[src/rtl/decode_scoreboard_pkg.sv]
// decode_scoreboard_pkg: shared types and sizing for the decode-stage late-producer scoreboard
package decode_scoreboard_pkg;
    localparam int NSLOT   = 2;
    localparam int CNT_W   = 2;
    localparam int CNT_MAX = (1 << CNT_W) - 1;

    typedef logic [4:0]       creg_addr_t;
    typedef logic [CNT_W-1:0] sb_cnt_t;

    typedef struct packed {
        logic       valid;
        creg_addr_t src0;
        creg_addr_t src1;
        creg_addr_t dst;
        logic       late;
    } dec_req_t;

    function automatic logic wb_match(logic [1:0] v, logic [1:0] l, logic [9:0] d, creg_addr_t r);
        return (v[0] & l[0] & (d[4:0] == r)) | (v[1] & l[1] & (d[9:5] == r));
    endfunction
endpackage

[src/rtl/decode_scoreboard_sb_entry.sv]
// sb_entry: in-flight late-producer counter for one register; clamps at zero on underflow
module sb_entry
    import decode_scoreboard_pkg::*;
(
    input  logic             clk,
    input  logic             reset,
    input  logic             clear,
    input  logic [1:0]       inc,
    input  logic [1:0]       dec,
    output logic [CNT_W-1:0] cnt,
    output logic             busy,
    output logic             full
);
    logic [CNT_W:0]   sum, ndec;
    logic [CNT_W-1:0] cnt_d, cnt_q;

    always_comb begin
        sum   = {1'b0, cnt_q} + (CNT_W+1)'(inc[0]) + (CNT_W+1)'(inc[1]);
        ndec  = (CNT_W+1)'(dec[0]) + (CNT_W+1)'(dec[1]);
        cnt_d = (clear || sum < ndec) ? '0 : CNT_W'(sum - ndec);
    end

    always_ff @(posedge clk) begin
        cnt_q <= reset ? '0 : cnt_d;
        if (!reset && !clear) assert (sum >= ndec);
    end

    assign cnt  = cnt_q;
    assign busy = cnt_q != '0;
    assign full = cnt_q == CNT_W'(CNT_MAX);
endmodule

[src/rtl/decode_scoreboard.sv]
// decode_scoreboard: dual-issue decode hazard unit stalling readers of in-flight late producers
module decode_scoreboard
    import decode_scoreboard_pkg::*;
(
    input  logic        clk,
    input  logic        reset,
    input  logic        flush,
    input  logic        ex_ready,
    input  logic [1:0]  dec_valid,
    input  logic [9:0]  dec_src0,
    input  logic [9:0]  dec_src1,
    input  logic [9:0]  dec_dst,
    input  logic [1:0]  dec_late,
    input  logic [1:0]  wb_valid,
    input  logic [9:0]  wb_dst,
    input  logic [1:0]  wb_late,
    output logic [1:0]  issue_fire,
    output logic [31:0] busy_vec,
    output logic [31:0] stall_cycles
);
    dec_req_t    req [NSLOT];
    sb_cnt_t     cnt [32];
    logic [31:0] full;
    logic [1:0]  ok;
    logic        pair_dep, same_full;
    logic [31:0] stall_cycles_d, stall_cycles_q;

    // a count of 1 retiring this cycle is picked up by the forwarding mux
    function automatic logic src_rdy(creg_addr_t s, sb_cnt_t c, logic hit);
        return s == '0 || c == '0 || (c == sb_cnt_t'(1) && hit);
    endfunction

    always_comb begin
        for (int i = 0; i < NSLOT; i++) begin
            req[i] = '{valid: dec_valid[i], src0: dec_src0[i*5 +: 5], src1: dec_src1[i*5 +: 5],
                       dst: dec_dst[i*5 +: 5], late: dec_late[i]};
            ok[i]  = src_rdy(req[i].src0, cnt[req[i].src0], wb_match(wb_valid, wb_late, wb_dst, req[i].src0))
                   & src_rdy(req[i].src1, cnt[req[i].src1], wb_match(wb_valid, wb_late, wb_dst, req[i].src1))
                   & (~req[i].late | (req[i].dst == '0) | ~full[req[i].dst]);
        end
        pair_dep  = req[0].late & (req[0].dst != '0)
                  & ((req[0].dst == req[1].src0) | (req[0].dst == req[1].src1));
        same_full = req[0].late & req[1].late & (req[0].dst == req[1].dst) & (req[0].dst != '0)
                  & (cnt[req[0].dst] >= sb_cnt_t'(CNT_MAX - 1));
        issue_fire[0]  = ~reset & req[0].valid & ok[0] & ex_ready & ~flush;
        issue_fire[1]  = issue_fire[0] & req[1].valid & ok[1] & ~pair_dep & ~same_full;
        stall_cycles_d = stall_cycles_q + 32'(req[0].valid & ~issue_fire[0]);
    end

    always_ff @(posedge clk) begin
        stall_cycles_q <= reset ? '0 : stall_cycles_d;
    end

    assign stall_cycles = stall_cycles_q;
    assign cnt[0]       = '0;
    assign busy_vec[0]  = 1'b0;
    assign full[0]      = 1'b0;

    for (genvar r = 1; r < 32; r++) begin : g_ent
        sb_entry u_ent (
            .clk   (clk),
            .reset (reset),
            .clear (flush),
            .inc   ({issue_fire[1] & dec_late[1] & (dec_dst[9:5] == 5'(r)),
                     issue_fire[0] & dec_late[0] & (dec_dst[4:0] == 5'(r))}),
            .dec   ({wb_valid[1] & wb_late[1] & (wb_dst[9:5] == 5'(r)),
                     wb_valid[0] & wb_late[0] & (wb_dst[4:0] == 5'(r))}),
            .cnt   (cnt[r]),
            .busy  (busy_vec[r]),
            .full  (full[r])
        );
    end
endmodule

[config.mk]
export PLATFORM = sky130hd
export DESIGN_NAME = decode_scoreboard
export DESIGN_NICKNAME = d
export VERILOG_FILES = /design/src/rtl/decode_scoreboard_pkg.sv /design/src/rtl/decode_scoreboard_sb_entry.sv /design/src/rtl/decode_scoreboard.sv
export SDC_FILE = /design/constraint.sdc
export NUM_CORES = 1
export LEC_CHECK = 0
export CELL_PAD_IN_SITES_DETAIL_PLACEMENT = 0
export CELL_PAD_IN_SITES_GLOBAL_PLACEMENT = 1
export CORE_ASPECT_RATIO = 0.75
export CORE_MARGIN = 4
export CORE_UTILIZATION = 41
export DETAILED_ROUTE_END_ITERATION = 16
export PLACE_DENSITY = 0.84
export SYNTH_ARGS = -nofsm -noshare
export SYNTH_HDL_FRONTEND = slang
export SYNTH_HIERARCHICAL = 1
export SYNTH_SLANG_ARGS = --single-unit
export TNS_END_PERCENT = 50
[constraint.sdc]
create_clock -name clk -period 4.9 [get_ports clk]
set_clock_uncertainty 0.2 [all_clocks]
set_input_delay 0.735 -clock clk [delete_from_list [all_inputs] [get_ports clk]]
set_output_delay 0.735 -clock clk [all_outputs]
set_load 0.02 [all_outputs]
==> qor.txt <==
status: finished, final reports clean
Worst Tran Pin Value: 1.053 ns
area growth from synthesis to layout: 29.69%
nets: 1,896
RSZ-0062 raised after global routing: no
vias: 12,150
Reg2Reg Launch Point: g_ent[23].u_ent/cnt[1]
DP Wirelength: 35.62 mm
worst path required time: 4.97 ns
cell taking the most area after synthesis: dfxtp_1
Fin Hold WS: 0.3114 ns
Filler cells: 2,647
worst-path fanout max: 11
WS Path Type: in2reg
clock slew at reported path FFs: 0.08 ns
Root Buffer: clkbuf_16
hold depth: 2
Max VDD drop: 0.0001466 V
DIE HEIGHT: 158.2 um
Final Hold Viols: 0
drt pass-1 iters: 8
Worst Hold Class: reg2reg
worst-skew pair later-pin latency: 0.37 ns
GRT Total Usage: 27.14%
Placed Cells incl. Taps: 2,061
Total Wirelength: 46.05 mm
sequential fraction of the synthesis area: 15.26%
net count after synthesis: 1,635
syn_area_per_cell: 8.647 um^2
final worst path period share: 97.38%
maxcap violations: 0
yosys warns: 6
Synth area leaders: dfxtp_1 (15%), fa_1 (10%), mux4_2 (10%), ha_1 (9.6%), xor2_1 (5.3%)
CTS tree: built
Gate Count Post-Synth: 1,426
CTS max path bufs: 2
Worst Hold End: stall_cycles[30]
first-pass GRT wire length: 69.71 mm
Worst Slack Setup Final: 0.1284 ns
CP arrival: 4.84 ns
min cycle time layout: 4.772 ns
Top Ports: 118
DRT antenna net count: 0
vias in the first global route: 11,960
R2R depth: 16
R2R setup slack: 0.43 ns
share of layout cells above drive strength 1: 24.53%
largest net degree at the start of global routing: 77
row count: 54
FF-to-FF End: g_ent[24].u_ent/cnt[1]
Highest Clock Rate: 209.6 MHz
number of port buffers: 116
top cell type's share of synthesized area: 15.26%
Final Wtd Congestion: 1.068
DP Area: 15,320 um^2
grt ovf: 0
Seq cells post-synth: 94
htree depth: 3
starting density of the core: 41.95%
DIE AREA: 32,940 um^2
Final Util: 54.41%
Pwr Density: 128.2 nW/um^2
Core Area: 29,390 um^2
P_leak: 6.357 nW
non-filler cells, final: 2,085
final setup fails: 0
Mapped Area: 12,330 um^2
Most used DFF post-synth: dfxtp_1
CP Capture Type: register
antenna violations before repair: 1
final slew viol count: 0
clock sinks: 94
start point of the worst hold path: stall_cycles[30]
number of synthesized flops with an enable pin: 0
post-synthesis cell type count: 56
TritonCTS Buffers: 9
vias per std cell: 5.827
Max-slew headroom: 29.77%
CP Launch Type: input pin
DR iter-0 viols: 1,472
cts hold-fix bufs: 0
post-route cell area: 15,990 um^2
DRC: 0
drt wl/cell: 22.09 um
die width: 208.3 um
DP Worst Slack: -0.6122 ns
ys async rst share: 0%
registers in the layout, indices dropped and copies added, names as in the netlist:
register         cells
g_ent.u_ent/cnt     62
stall_cycles        32
metrics by stage:
stage          setup TNS (ns)  power (W)
5_1_grt                     0   0.002123
4_1_cts                     0   0.002040
3_3_place_gp           -31.18   0.001274
3_5_place_dp           -36.54   0.001279
6_report                    0   0.002050
2_1_floorplan               0   0.001036
cell usage in the layout, fill, tap and decap left out, types with 10 or more instances in the layout:
master | synthesis | final
a21oi_1 | 19 | 19
and2_1 | 36 | 36
buf_12 | 0 | 11
buf_4 | 1 | 200
clkbuf_16 | 0 | 11
clkdlybuf4s50_1 | 0 | 103
dfxtp_1 | 94 | 94
fa_1 | 62 | 62
ha_1 | 95 | 95
inv_1 | 167 | 163
mux2_2 | 16 | 16
mux2i_1 | 54 | 52
mux4_2 | 55 | 55
nand2_1 | 85 | 85
nand2b_1 | 10 | 10
nand3_1 | 42 | 42
nand4_1 | 12 | 12
nor2_1 | 133 | 132
nor2b_1 | 24 | 24
nor3_1 | 58 | 53
nor3b_1 | 32 | 32
nor4_1 | 35 | 22
nor4_2 | 3 | 16
nor4b_2 | 31 | 31
o21a_1 | 31 | 31
o21ai_0 | 14 | 14
or2_2 | 34 | 34
xnor2_1 | 34 | 34
xor2_1 | 75 | 75
what timing repair did:
action	in CTS	in global routing
endpoints found under the setup margin	67	77
setup buffers	1	3
gates cloned	1	2
pin swaps	0	12
resized for setup	20	45
worst max-delay path by stage:
stage	end	start	cells after the start	slack (ns)
global route	g_ent[2].u_ent/cnt[1]	dec_src1[5]	16	0.0004
global placement	g_ent[5].u_ent/cnt[1]	dec_src0[0]	15	-0.56
detailed placement	g_ent[24].u_ent/cnt[1]	dec_src0[0]	16	-0.61
finish	g_ent[18].u_ent/cnt[1]	dec_src1[6]	17	0.13
CTS	g_ent[2].u_ent/cnt[1]	dec_src0[1]	17	0.03
floorplan	stall_cycles[26]	dec_src0[0]	20	0.14
power by group:
group          internal [W]  total, W  switching, W
logic              0.000228  0.000534      0.000305
registers          0.000766  0.000770    0.00000368
clock network      0.000400  0.000746      0.000346
cells in the mapped netlist, drive strengths merged, types with 3 or more instances:
cell / n
inv: 167
nor2: 133
ha: 95
dfxtp: 94
nand2: 85
xor2: 75
fa: 62
nor3: 58
mux4: 55
mux2i: 54
clkbuf: 47
nand3: 42
buf: 40
nor4: 38
and2: 36
or2: 34
xnor2: 34
nor3b: 32
nor4b: 31
o21a: 31
nor2b: 24
a21oi: 19
mux2: 16
o21ai: 14
nand4: 12
nand2b: 10
or3: 9
nand3b: 8
a221oi: 6
a22oi: 6
and3: 6
o2111ai: 6
a211oi: 5
a31oi: 5
a32oi: 5
and4: 5
or4: 5
a41oi: 3
o31ai: 3
area by class of cell:
type / count / area [um^2] / area share [%]
multi-input combinational: 1078 / 9633 / 60.24
timing repair buffer: 337 / 3057 / 19.11
sequential: 94 / 1882 / 11.77
inverter: 167 / 626.9 / 3.920
tap: 392 / 490.5 / 3.067
clock buffer: 10 / 229.0 / 1.432
clock inverter: 6 / 71.32 / 0.4460
antenna: 1 / 2.502 / 0.01565
worst max-delay path, stage by stage:
cell and delay [ns]:
clkdlybuf4s50_1 0.46, buf_4 0.20, mux4_2 0.50, nor2b_1 0.14, a211oi_1 0.25, o21ai_0 0.12
nand3_1 0.24, o2111ai_2 0.19, buf_6 0.20, buf_4 0.17, nor4_2 0.23, inv_1 0.09
fa_1 0.38, inv_2 0.08, fa_1 0.45, xor2_1 0.17, nor4b_2 0.23
logic make-up after synthesis:
family,share of synthesized area [%]
buf+inv,8.270
mux,15.89
simple gates,26.45
flops,15.26
compound gates,6.646
other cells,0.03041
xor+xnor,7.742
fa+ha+maj,19.71
per-layer routing:
layer	share of wire (%)	track usage, %	up-vias
met2	41	39.34	716
met5	0	0	-
met3	14	8.875	99
li1	-	-	5422
met4	2.5	7.096	0
met1	43	39.02	5912
No activity file was read; power rests on OpenSTA's default activity.
